$ cat config.mk
export PLATFORM = sky130hd
export DESIGN_NAME = clk_period_meter
export DESIGN_NICKNAME = d
export VERILOG_FILES = /design/src/rtl/clk_period_meter.sv
export SDC_FILE = /design/constraint.sdc
export NUM_CORES = 1
export LEC_CHECK = 0
export ABC_AREA = 0
export BUFFER_PORTS_ARGS = -buffer_cell sky130_fd_sc_hd__buf_2
export CAP_MARGIN = 40
export CORE_MARGIN = 1.5
export CORE_UTILIZATION = 45
export DETAILED_ROUTE_END_ITERATION = 7
export PLACE_DENSITY_LB_ADDON = 0.12
export SETUP_SLACK_MARGIN = 0.15
export SLEW_MARGIN = 20
export SYNTH_ARGS = -nofsm -noshare
export SYNTH_HDL_FRONTEND = slang
export SYNTH_SLANG_ARGS = --single-unit
$ cat constraint.sdc
create_clock -name clk_i -period 4 [get_ports clk_i]
set_input_delay 0.4 -clock clk_i [delete_from_list [all_inputs] [get_ports clk_i]]
set_output_delay 0.4 -clock clk_i [all_outputs]
set_load 0.005 [all_outputs]
$ cat src/rtl/clk_period_meter.sv
// -----------------------------------------------------------------------------
// clk_period_meter
//
// Measures the period and high time of a slow clock or strobe (clk_m) that is
// asynchronous to the system clock (clk_i). Both results are expressed in
// clk_i cycles. The block also reports whether the latest period lies within
// TOL cycles of the expected period, and raises a stall flag when clk_m has
// produced no rising edge for MAXCYC cycles.
//
// Parameters
//   CLKPERIOD  : clk_i period in ns
//   MAXPERIOD  : longest measurable clk_m period in ns
//   EXP_PERIOD : expected clk_m period in ns
//   TOL        : allowed |period - expected| in clk_i cycles
//   MAXCYC     : MAXPERIOD / CLKPERIOD, counter saturation value (derived)
//   CW         : width of the cycle counter and results (derived)
//
// Ports
//   clk_i    in  1  : system clock, rising edge
//   rst_n    in  1  : asynchronous active-low reset
//   en       in  1  : measurement enable, synchronous to clk_i
//   clk_m    in  1  : measured signal, asynchronous to clk_i
//   period_o out CW : last measured period in clk_i cycles
//   high_o   out CW : last measured high time in clk_i cycles
//   valid_o  out 1  : single-cycle pulse when period_o/high_o update
//   match_o  out 1  : last period within tolerance of the expected period
//   stall_o  out 1  : no clk_m rising edge seen for MAXCYC cycles
// -----------------------------------------------------------------------------
module clk_period_meter #(
  parameter  int CLKPERIOD  = 10,
  parameter  int MAXPERIOD  = 10240,
  parameter  int EXP_PERIOD = 1020,
  parameter  int TOL        = 2,
  localparam int MAXCYC     = MAXPERIOD / CLKPERIOD,
  localparam int CW         = $clog2(MAXCYC + 1)
) (
  input  logic          clk_i,
  input  logic          rst_n,
  input  logic          en,
  input  logic          clk_m,
  output logic [CW-1:0] period_o,
  output logic [CW-1:0] high_o,
  output logic          valid_o,
  output logic          match_o,
  output logic          stall_o
);

  localparam int EXPCYC = EXP_PERIOD / CLKPERIOD;

  // Constants sized to the datapath so comparisons need no width juggling.
  // The tolerance arithmetic is carried one bit wider than the counter so the
  // absolute difference can never wrap.
  localparam logic [CW-1:0] MAXCYC_V = MAXCYC[CW-1:0];
  localparam logic [CW:0]   EXPCYC_W = EXPCYC[CW:0];
  localparam logic [CW:0]   TOL_W    = TOL[CW:0];

  typedef enum logic [1:0] {
    IDLE = 2'd0,
    ARM  = 2'd1,
    MEAS = 2'd2
  } state_t;

  // Counter increment that sticks at MAXCYC instead of rolling over.
  function automatic logic [CW-1:0] sat_inc(input logic [CW-1:0] v);
    return (v == MAXCYC_V) ? v : v + CW'(1);
  endfunction

  // |v - EXPCYC| <= TOL, evaluated unsigned in CW+1 bits.
  function automatic logic in_tol(input logic [CW-1:0] v);
    logic [CW:0] ext;
    logic [CW:0] diff;
    ext  = {1'b0, v};
    diff = (ext >= EXPCYC_W) ? (ext - EXPCYC_W) : (EXPCYC_W - ext);
    return (diff <= TOL_W);
  endfunction

  // ---------------------------------------------------------------------------
  // Stage p0..p2: two-flop synchronizer (s1_p0, s2_p1) plus a delay flop
  // (s3_p2) for edge detection. Runs whenever reset is released, independent
  // of en, so edge history is already valid the moment measurement starts.
  // ---------------------------------------------------------------------------
  logic s1_p0;
  logic s2_p1;
  logic s3_p2;

  always_ff @(posedge clk_i or negedge rst_n) begin
    if (!rst_n) begin
      s1_p0 <= 1'b0;
      s2_p1 <= 1'b0;
      s3_p2 <= 1'b0;
    end else begin
      s1_p0 <= clk_m;
      s2_p1 <= s1_p0;
      s3_p2 <= s2_p1;
    end
  end

  logic rise;
  logic fall;

  assign rise = s2_p1 & ~s3_p2;
  assign fall = ~s2_p1 & s3_p2;

  // ---------------------------------------------------------------------------
  // Measurement FSM, cycle counter, high-time capture and registered outputs.
  //
  // IDLE : en low or just raised; counter held at 0.
  // ARM  : waiting for a reference rising edge. The first rise only starts a
  //        period (the partial period before it is meaningless). Stall is
  //        flagged if the counter saturates while waiting.
  // MEAS : each rise closes a period and publishes it. If the counter
  //        saturates first, clk_m is treated as stopped and the FSM falls
  //        back to ARM so the next rise again only re-references.
  // ---------------------------------------------------------------------------
  state_t        state;
  logic [CW-1:0] cnt;
  logic [CW-1:0] hcap;

  always_ff @(posedge clk_i or negedge rst_n) begin
    if (!rst_n) begin
      state    <= IDLE;
      cnt      <= '0;
      hcap     <= '0;
      period_o <= '0;
      high_o   <= '0;
      valid_o  <= 1'b0;
      match_o  <= 1'b0;
      stall_o  <= 1'b0;
    end else begin
      valid_o <= 1'b0;

      if (!en) begin
        // Disabling discards any period in progress; the last published
        // period_o/high_o stay visible for debug.
        state   <= IDLE;
        cnt     <= '0;
        match_o <= 1'b0;
        stall_o <= 1'b0;
      end else begin
        unique case (state)
          IDLE: begin
            state <= ARM;
            cnt   <= '0;
          end

          ARM: begin
            if (rise) begin
              state <= MEAS;
              cnt   <= CW'(1);
            end else begin
              cnt <= sat_inc(cnt);
              if (cnt == MAXCYC_V) begin
                stall_o <= 1'b1;
              end
            end
          end

          MEAS: begin
            // cnt at the falling edge equals the high time, since the
            // counter was loaded with 1 on the rise that started the period.
            if (fall) begin
              hcap <= cnt;
            end

            // A rise coinciding with saturation is still a valid period of
            // exactly MAXCYC, so the rise is checked first.
            if (rise) begin
              period_o <= cnt;
              high_o   <= hcap;
              valid_o  <= 1'b1;
              match_o  <= in_tol(cnt);
              stall_o  <= 1'b0;
              cnt      <= CW'(1);
            end else if (cnt == MAXCYC_V) begin
              stall_o <= 1'b1;
              match_o <= 1'b0;
              state   <= ARM;
            end else begin
              cnt <= sat_inc(cnt);
            end
          end

          default: begin
            state <= IDLE;
            cnt   <= '0;
          end
        endcase
      end
    end
  end

endmodule

# Word-level counts from Yosys, hierarchy flattened

Index checks and enable logic that the tools add are counted.

Register bits: 52
Output and inout bits: 25
Logic and storage cells: 60

$add $sub $neg: 3
Order comparisons: 2
Equal/unequal tests: 11
Mux-type cells: 22
Bitwise logic cells: 4
Reduce and logical (&&, ||, !) cells: 7

Operators with widths:

| cell                                                             | count |
|---|---|
| two-way mux 11 bit                                               | 4 |
| less-or-equal comparator 12 x 2 -> 1 bit (second input constant) | 1 |
| two-way mux 12 bit                                               | 1 |
| != test 3 bit (second input constant)                            | 4 |
| subtractor 11 x 7 -> 12 bit (second input constant)              | 1 |
| subtractor 7 x 11 -> 12 bit (first input constant)               | 1 |
| adder 11 x 1 -> 11 bit (second input constant)                   | 1 |
| == test 11 bit (second input constant)                           | 1 |
| >= comparator 11 x 7 -> 1 bit (second input constant)            | 1 |
| two-way mux 1 bit                                                | 11 |
| AND reduction 3 bit                                              | 3 |
| two-way mux 2 bit                                                | 4 |
| != test 3 x 1 -> 1 bit (second input constant)                   | 2 |
| one-hot mux 2 bit (3 select lines)                               | 1 |
| != test 4 bit (second input constant)                            | 1 |
| AND reduction 2 bit                                              | 2 |
| AND 1 bit                                                        | 2 |
| == test 2 x 1 -> 1 bit (second input constant)                   | 1 |
| == test 2 bit (second input constant)                            | 1 |
| zero test 2 bit                                                  | 1 |
| != test 2 x 1 -> 1 bit (second input constant)                   | 1 |
| NOT 1 bit                                                        | 2 |
| one-hot mux 1 bit (2 select lines)                               | 1 |
| OR reduction 2 bit                                               | 1 |

# Longest topological paths before layout

Depth in word-level cells: 6
Gate-level depth with buffers: 9
Depth with buffers taken out: 8

# Worst setup path before layout

OpenSTA, ideal clock, no wires.

Kind: register to register
From: reg cnt[1]
To: reg state[0]
Setup time: 119 ps
Arrival time: 1720 ps
Setup slack: 2161 ps
Cell stages (with the launch flop): 10
Path buffers: 1
Clock period less this slack: 1839 ps
Cell sequence: dfrtp_1 > inv_1 > ha_1 > nor4bb_1 > and4_1 > buf_4 > nand2_1 > a22o_1 > xnor2_1 > and2_1

Cells in the longest elaborated chain, start to end: 3

Ends and longest elaborated chain:

| item                          | RTL line | text |
|---|---|---|
| from (decl)                   | 116      | `logic [CW-1:0] cnt;` |
| from (signal assigned)        | 151      | `cnt <= sat_inc(cnt);` |
| from (signal assigned)        | 179      | `cnt <= sat_inc(cnt);` |
| == test 11 bit                | 174      | `end else if (cnt == MAXCYC_V) begin` |
| != test 3 bit (no line)       | --       |  |
| AND reduction 3 bit (no line) | --       |  |
| to (signal assigned)          | 148      | `state <= MEAS;` |
| to (signal assigned)          | 177      | `state <= ARM;` |
| to (signal assigned)          | 184      | `state <= IDLE;` |
| to (decl)                     | 115      | `state_t state;` |

Every way passes these cells.
A chain may end at the register's enable or synchronous reset.

# Final worst setup path

From: reg state[0]
To: reg high_o[6]

Cells in the longest elaborated chain, start to end: 2

Ends and longest elaborated chain:

| item                          | RTL line | text |
|---|---|---|
| from (signal assigned)        | 121      | `state <= IDLE;` |
| from (signal assigned)        | 135      | `state <= IDLE;` |
| from (signal assigned)        | 142      | `state <= ARM;` |
| == test 2 bit                 | 140      | `unique case (state)` |
| AND reduction 3 bit (no line) | --       |  |
| to (signal assigned)          | 169      | `high_o <= hcap;` |
| to (decl)                     | 42       | `output logic [CW-1:0] high_o,` |

Every way passes these cells.

==> flow_metrics.env <==
export IMPL_status="finished clean"
export IMPL_ir_worst_vdd_mv=0.224
export IMPL_cts_root_buf="clkbuf_8"
export IMPL_insertion_delay_ns=0.30
export IMPL_synth_yosys_seq_area_share_pct=51.1
export IMPL_r2r_start="state[0]"
export IMPL_ys_ff_latch=52
export IMPL_hold_ws_ns=0.202
export IMPL_p_per_area_nw_per_um2=386
export IMPL_syn_inst=262
export IMPL_period_share_pct=57.1
export IMPL_crit_fanout=19
export IMPL_antenna_found_initial=0
export IMPL_grt_pass1_vias=1868
export IMPL_vias_per_cell=5.15
export IMPL_synth_warnings=0
export IMPL_grt_pass1_wl_mm=9.32
export IMPL_cts_resized_gates=0
export IMPL_ys_types=48
export IMPL_timing_rr_end="high_o[6]"
export IMPL_final_layout_size_suffix_gt1_share_pct=17.8
export IMPL_synth_nets=275
export IMPL_holdBufCountCts=0
export IMPL_critPathRequiredTime_ns=4.19
export IMPL_cts_max_path_buffers=2
export IMPL_period_minus_slack_ns=2.29
export IMPL_synth_edf_count=0
export IMPL_drc=0
export IMPL_p_switching_w=0.000279
export IMPL_cap_violations=0
export IMPL_setup_ws_ns=1.71
export IMPL_synthArstFlopShare_pct=100
export IMPL_critPathArrivalTime_ns=2.48
export IMPL_multi_input_area_um2=1130
export IMPL_internal_power_w=0.000815
export IMPL_worst_pin_slew_ns=0.645
export IMPL_place_gp_congestion=0.859
export IMPL_core_area_um2=5470
export IMPL_ff2ff_setup_slack_ns=1.71
export IMPL_io_pins=29
export IMPL_timing_slew_headroom_pct=57.0
export IMPL_synthFlopType="dfrtp_1"
export IMPL_clkPwrFrac_pct=34.3
export IMPL_synth_area_um2=2550
export IMPL_grt_max_degree=53
export IMPL_gr_total_overflow=0
export IMPL_wl_per_cell_um=14.6
export IMPL_drt_wl_total_mm=5.22
export IMPL_cp_startpoint="state[0]"
export IMPL_numPortBuffers=28
export IMPL_endpoint_kind="flip-flop"
export IMPL_clk_pin_slew_ns=0.09
export IMPL_combPwrFrac_pct=13.1
export IMPL_cts_sinks=52
export IMPL_vias=1843
export IMPL_setup_violations=0
export IMPL_start_util_pct=46.5
export IMPL_die_h_um=78.2
export IMPL_swShare_pct=25.5
export IMPL_p_leak_nw=1.42
export IMPL_drv_slew=0
export IMPL_rows=27
export IMPL_cts_tree="done"
export IMPL_rsz0062_at_grt="no"
export IMPL_drt_antenna_violating_nets=0
export IMPL_clock_skew_final_ns=0.00394
export IMPL_postLayoutCoreUtil_pct=51.7
export IMPL_nFillCells=521
export IMPL_dieWidth_um=78.2
export IMPL_worst_hold_path_type="in2async"
export IMPL_numCtsBuffers=5
export IMPL_die_area_um2=6120
export IMPL_firstDrtPassIters=4
export IMPL_syn2layout_area_growth_pct=11.1
export IMPL_cts_setup_buffers=0
export IMPL_seq_area_um2=1300
export IMPL_grtUsageTotal_pct=19.8
export IMPL_syn_avg_cell_area_um2=9.72
export IMPL_setup_tns_ns=0
export IMPL_hold_violations=0
export IMPL_pre_cts_slack_ns=1.63
export IMPL_cp_start_kind="flip-flop"
export IMPL_fin_nets=298
export IMPL_seqPwrFrac_pct=52.6
export IMPL_drt_initial_drc_count=107
export IMPL_r2r_cells=7
export IMPL_h_tree_depth=2
export IMPL_fmax_mhz=437
export IMPL_antenna_cells=0
export IMPL_crit_type="reg2reg"
export IMPL_dp_hpwl_mm=3.64
[worst max-delay path by stage]
stage / depth (start not counted) / slack, ns / to
finish: 7 / 1.71 / high_o[6]
global route: 7 / 1.37 / period_o[8]
CTS: 7 / 1.62 / high_o[6]
detailed placement: 7 / 1.63 / high_o[6]
global placement: 7 / 1.72 / period_o[8]
floorplan: 9 / 2.16 / state[0]
[area by class of cell]
class                   count  share of cell area (%)
inverters                   7                   0.929
flip-flops and latches     52                    46.0
clock inverters             2                    1.37
multi-input cells         189                    40.1
well taps                  72                    3.18
repair buffers             30                    5.48
clock buffers               6                    2.92
[layer usage]
metal  global-route usage, %  part of all wire (%)
met4                    7.50                   2.2
met5                       0                     0
met3                    3.84                   3.0
met1                    26.0                    47
met2                    32.4                    47
[cell families after synthesis]
kind of cell / after synthesis / share of synthesized area [%]
xor+xnor: 13 / 4.47
fa+ha+maj: 9 / 4.42
simple gates: 120 / 21.4
mux: 9 / 3.88
compound gates: 38 / 10.4
flops: 52 / 51.1
buf+inv: 21 / 4.32
[registers in the layout (all words and copies together) (netlist names), 2 cells and up]
register,cells
cnt,11
hcap,11
high_o,11
period_o,11
state,2
[power groups by stage]
stage          Sequential (W)  Combinational, W  Clock, W
2_1_floorplan        0.000579          0.000104         0
3_3_place_gp         0.000585          0.000151         0
3_5_place_dp         0.000586          0.000148         0
4_1_cts              0.000575          0.000149  0.000388
5_1_grt              0.000580          0.000169  0.000411
6_report             0.000575          0.000144  0.000375
[cell usage after synthesis (all sizes together), types with 2 or more instances]
cell	n	area share (%)
o41ai	2	0.98
nor3	5	0.98
a21oi	7	1.4
xor2	7	2.4
o21ai	13	2.6
nand3	5	0.98
o31ai	3	1.1
and2	2	0.49
dfrtp	52	51
nand4	2	0.49
or2	2	0.49
xnor2	6	2.1
ha	9	4.4
inv	6	0.88
nor2	18	2.7
mux2i	2	0.79
nand2b	4	0.98
mux2	7	3.1
nor2b	3	0.74
nand2	72	11
buf	9	2.6
clkbuf	5	0.74
[cell usage in the layout (no fill, tap or decap), drive strengths merged, types with 3 or more instances in the layout]
cell type,n
nand3,5
o31ai,3
nand2b,4
xor2,7
ha,9
a21oi,7
xnor2,6
nor2,18
dfrtp,52
mux2,7
inv,6
nand2,72
buf,30
nor3,5
o21ai,13
nor2b,3
clkbuf,6
[through the flow]
stage	instance area, µm²	power (W)	instances
final	2830	0.00109	358
after global routing	2830	0.00116	358
after CTS	2830	0.00111	358
after detailed placement	2710	0.000733	350
after global placement	2710	0.000736	350
after floorplan	2550	0.000684	262
[worst max-delay path, stage by stage, from the launching register on]
cell	delay, ns
dfrtp_1	0.41
inv_1	0.06
ha_1	0.25
nand3_1	0.47
buf_4	0.29
clkinv_1	0.41
nand2_1	0.20
nand2_1	0.07
Note: power is estimated with default switching activity, not from simulation.
